==> config.mk <==
export PLATFORM = sky130hd
export DESIGN_NAME = rv_fetch_decode_ctrl
export DESIGN_NICKNAME = d
export VERILOG_FILES = /design/src/rtl/rv_fetch_decode_ctrl.sv
export SDC_FILE = /design/constraint.sdc
export NUM_CORES = 2
export LEC_CHECK = 0
export ABC_AREA = 0
export CORE_MARGIN = 2
export CORE_UTILIZATION = 60
export CTS_CLUSTER_SIZE = 12
export DETAILED_ROUTE_END_ITERATION = 10
export PLACE_DENSITY = 0.76
export SLEW_MARGIN = 30
export SYNTH_ARGS = -nofsm -noshare
export SYNTH_HDL_FRONTEND = slang
export SYNTH_SLANG_ARGS = --single-unit
==> constraint.sdc <==
create_clock -name clock -period 4.1 [get_ports clock]
set_input_delay 0.41 -clock clock [delete_from_list [all_inputs] [get_ports clock]]
set_output_delay 0.41 -clock clock [all_outputs]
set_load 0.1 [all_outputs]
==> src/rtl/rv_fetch_decode_ctrl.sv <==
// rv_fetch_decode_ctrl: multi-cycle RV32I R-type fetch/decode FSM driving Datapath.
// Optional RETIRE_CNT_EN adds a 32-bit retire_count output.
module rv_fetch_decode_ctrl #(
  parameter int IMEM_DEPTH = 64,
  parameter int PC_W = 6
) (
  input  logic            clock,
  input  logic            reset,
  input  logic            start,
  input  logic            imem_we,
  input  logic [PC_W-1:0] imem_addr,
  input  logic [31:0]     imem_wdata,
  input  logic            zero_flag,
  output logic [4:0]      read_reg_num1,
  output logic [4:0]      read_reg_num2,
  output logic [4:0]      write_reg,
  output logic [3:0]      alu_control,
  output logic            regwrite,
  output logic [PC_W-1:0] pc,
  output logic            busy,
  output logic            halted,
  output logic            illegal,
  output logic            last_zero
`ifdef RETIRE_CNT_EN
  ,
  output logic [31:0]     retire_count
`endif
);
  typedef enum logic [2:0] {IDLE, FETCH, DECODE, EXEC, HALT} state_t;
  state_t state;
  logic [31:0] imem [IMEM_DEPTH];
  logic [31:0] instr;
  logic [3:0] alu_dec;
  logic legal;
  logic idle_or_halt;
  assign idle_or_halt = state == IDLE || state == HALT;
  assign busy = state == FETCH || state == DECODE || state == EXEC;
  assign halted = state == HALT;
  always_ff @(posedge clock)
    if (imem_we && idle_or_halt) imem[imem_addr] <= imem_wdata;
  always_comb begin
    legal = instr[6:0] == 7'b0110011;
    alu_dec = 4'b0000;
    case ({instr[31:25], instr[14:12]})
      {7'b0000000, 3'b000}: alu_dec = 4'b0010;
      {7'b0100000, 3'b000}: alu_dec = 4'b0110;
      {7'b0000000, 3'b111}: alu_dec = 4'b0000;
      {7'b0000000, 3'b110}: alu_dec = 4'b0001;
      {7'b0000000, 3'b100}: alu_dec = 4'b0100;
      {7'b0000000, 3'b001}: alu_dec = 4'b1000;
      {7'b0000000, 3'b101}: alu_dec = 4'b1001;
      {7'b0100000, 3'b101}: alu_dec = 4'b1010;
      {7'b0000000, 3'b010}: alu_dec = 4'b0111;
      {7'b0000000, 3'b011}: alu_dec = 4'b1011;
      default: legal = 1'b0;
    endcase
  end
  always_ff @(posedge clock or negedge reset)
    if (!reset) begin
      state <= IDLE;
      pc <= '0;
      instr <= '0;
      read_reg_num1 <= '0;
      read_reg_num2 <= '0;
      write_reg <= '0;
      alu_control <= '0;
      regwrite <= 1'b0;
      illegal <= 1'b0;
      last_zero <= 1'b0;
    end else begin
      regwrite <= 1'b0;
      case (state)
        IDLE: if (start) begin
          state <= FETCH;
          pc <= '0;
        end
        FETCH: begin
          instr <= imem[pc];
          state <= DECODE;
        end
        DECODE: if (legal) begin
          read_reg_num1 <= instr[19:15];
          read_reg_num2 <= instr[24:20];
          write_reg <= instr[11:7];
          alu_control <= alu_dec;
          // regwrite is high for the whole EXEC cycle; x0 destinations never pulse
          regwrite <= instr[11:7] != 5'd0;
          state <= EXEC;
        end else begin
          illegal <= instr != 32'h0000_0073;
          state <= HALT;
        end
        EXEC: begin
          last_zero <= zero_flag;
          pc <= pc + 1'b1;
          state <= FETCH;
        end
        HALT: if (start) begin
          state <= FETCH;
          pc <= '0;
          illegal <= 1'b0;
        end
        default: state <= IDLE;
      endcase
    end
`ifdef RETIRE_CNT_EN
  always_ff @(posedge clock or negedge reset)
    if (!reset) retire_count <= '0;
    else if (start && idle_or_halt) retire_count <= '0;
    else if (state == EXEC) retire_count <= retire_count + 32'd1;
`endif
endmodule

==> run metrics <==
Syn. warnings 0; worst-path cell chain buf_12 -> buf_12 -> clkdlybuf4s50_1; total CTS buffers 200; EDFF count, synth 2048; vias in the first global route 41312; Setup crit end kind primary output; Post-CTS Setup Bufs 0; Fillers 7901; area occupied by multi-input gates 17300 um^2; synthesized netlist cell count 3685; Starting Density 60.6%; max FFs per register 2048; proportion of layout cells with a drive suffix above 1 26.9%; clock-pin transition on the worst setup and hold timing paths 0.06 ns; worst hold path type in2reg; syn nets 3729; Top Family by Delay on Critical Path buffers and inverters; PwrDens 546 nW/um^2; final wirelength 212 mm; Critical path buffers and inverters 3; Post-synth ARST share 2.98%; Slowest-stage cell, CP clkdlybuf4s50_1; clk buf depth 3; GRT overflow 0; Global Route Usage Sum 31.5%; synth cell count leaders edfxtp_1 (2048), mux4_2 (455), mux2i_1 (132), nor2_1 (121), mux2_2 (88); RSZ-0062 raised after global routing false; global-route wire length before repair 302 mm; Worst path max stage delay 1.17 ns; worst path required time 3.69 ns; initial DRC count 6782; Clock Sinks 2111; # DRC 0; largest net degree at the start of global routing 84; core area 134000 um^2; Seq cells post-synth 2111; worst skew pair latency 0.84 ns; Final GP Congestion 0.882; Via Count 41208; Placed Instance Area 85300 um^2; # IOs 73; Non-Filler Instances 5861; Die Footprint 138000 um^2; Die Wd 371 um; Crit. path cell count 3; dominant synthesized flop cell edfxtp_1; Post-Syn Area 81000 um^2; sequential area share after synthesis 77.9%; min cycle time layout 3.77 ns; status completed; P&R area growth vs syn 12.5%; critical path class reg2out; Post-Syn Area per Cell 22.0 um^2; fin area 91100 um^2; Reg with most FFs imem; largest registers imem x2048, instr x32, pc x6; CTS tree done; register area 63100 um^2; setup tns final 0 ns; final setup fails 0; dpl cells 5530; CTS Hold Bufs 4; routed vias/inst 7.03; Worst IR Drop VDD 0.509 mV; Final #Nets 4013; DR WL/cell 36.2 um; H-tree levels 4; Distinct cells, synth 59; CP most frequent cell buf_12; post-route ant nets 0; Hold Vio Cnt, Final 0; Final period util 91.8%; drt first pass iters 6; hold-critical path depth 1; Finished Core Util 68.2%; largest area contributor in the netlist edfxtp_1; Slew @ Worst Pin 1.05 ns; fmax 266 MHz; total power 49.7 mW; input/output buffers 72; crit start category flip-flop; R2R depth 8; max cap viols 0; CP max FO 37; Synth area leaders edfxtp_1 (76%), mux4_2 (13%), dfrtp_1 (1.9%); Lkg Pwr 27.9 nW; number of gates resized after CTS 0; initial antenna violation count 11; Slew HR 29.9%; clk_skew 0.0235 ns; Synth top area share 76.0%; crit path DAT 3.36 ns; CTS Root Cell clkbuf_16; most common cell in the synthesized netlist edfxtp_1; Max Slew Vio Count 0; Die Span Y 371 um; FP Rows 134; hpwl dp 120 mm
[layout make-up]
| type | count | area share [%] |
|---|---|---|
| clock inverters | 28 | 0.311 |
| flip-flops and latches | 2111 | 69.3 |
| inverters | 6 | 0.0247 |
| well taps | 1768 | 2.43 |
| diodes | 2 | 0.00550 |
| multi-input cells | 1359 | 19.0 |
| clock buffers | 296 | 5.97 |
| repair buffers | 291 | 2.98 |
[path summary, 6_finish.rpt]
kind | slack (ns) | from | end
worst min register to register | 0.49 | alu_control[0] | alu_control[0]
worst max register to register | 0.37 | pc[1] | instr[7]
min in group asynchronous | 0.19 | reset | read_reg_num1[2]
worst min-delay path | 0.09 | imem_wdata[16] | imem[7][16]
worst max-delay path | 0.33 | pc[2] | pc[2]
max in group asynchronous | 3.04 | reset | pc[0]
[kinds of logic (layout without fill, tap and decap cells)]
logic type      count (synthesis)  after routing  share of synthesized area [%]
compound gates                341            341                           3.06
other cells                     0              2                              0
simple gates                  330            330                           1.92
fa+ha+maj                       1              1                         0.0155
xor+xnor                        7              7                         0.0757
buf+inv                       215            621                           1.34
flops                        2111           2111                           77.9
mux                           680            680                           15.7
[cell usage in the layout (no fill, tap or decap), types with 10 or more instances in the layout]
master,netlist,layout
mux2i_1,132,132
buf_2,75,22
a221oi_1,11,11
a22oi_1,28,28
nor2_1,121,57
a221o_1,10,10
buf_12,0,39
o41ai_1,12,12
o22ai_1,81,81
a211o_1,11,11
buf_4,32,191
nor2_4,0,64
clkbuf_1,76,90
clkbuf_16,0,201
nor4_1,13,12
clkinv_1,0,11
nor2b_1,51,50
nand3_1,15,14
nand2_1,86,86
a211oi_1,70,69
o211ai_1,25,25
mux4_2,455,455
o21ai_0,27,25
clkdlybuf4s50_1,0,34
a21oi_1,17,17
dfrtp_1,63,58
mux2_2,88,88
edfxtp_1,2048,2048
[where the power goes]
group | internal [mW] | total [mW] | leakage [nW] | switching, mW
Combinational | 3.75 | 8.51 | 5.97 | 4.76
Clock | 9.16 | 16.8 | 2.75 | 7.60
Sequential | 24.0 | 24.4 | 19.2 | 0.455
[metrics by stage]
stage | setup WS (ns) | hold WS [ns]
2_1_floorplan | 1.06 | 0.114
3_3_place_gp | 0.605 | 0.463
3_5_place_dp | 0.586 | 0.479
4_1_cts | 0.331 | 0.0371
5_1_grt | 0.329 | 0.0682
6_report | 0.335 | 0.0889
[routing by layer]
metal	up-vias	routed length (um)	GRT usage, %	part of all wire [%]
met1	21560	75400	43.7	36
met5	-	75	0	0.035
met4	12	9280	12.7	4.4
met3	484	29000	9.29	14
met2	3060	98600	47.9	46
li1	16092	-	-	-
No activity file was read; power rests on OpenSTA's default activity.
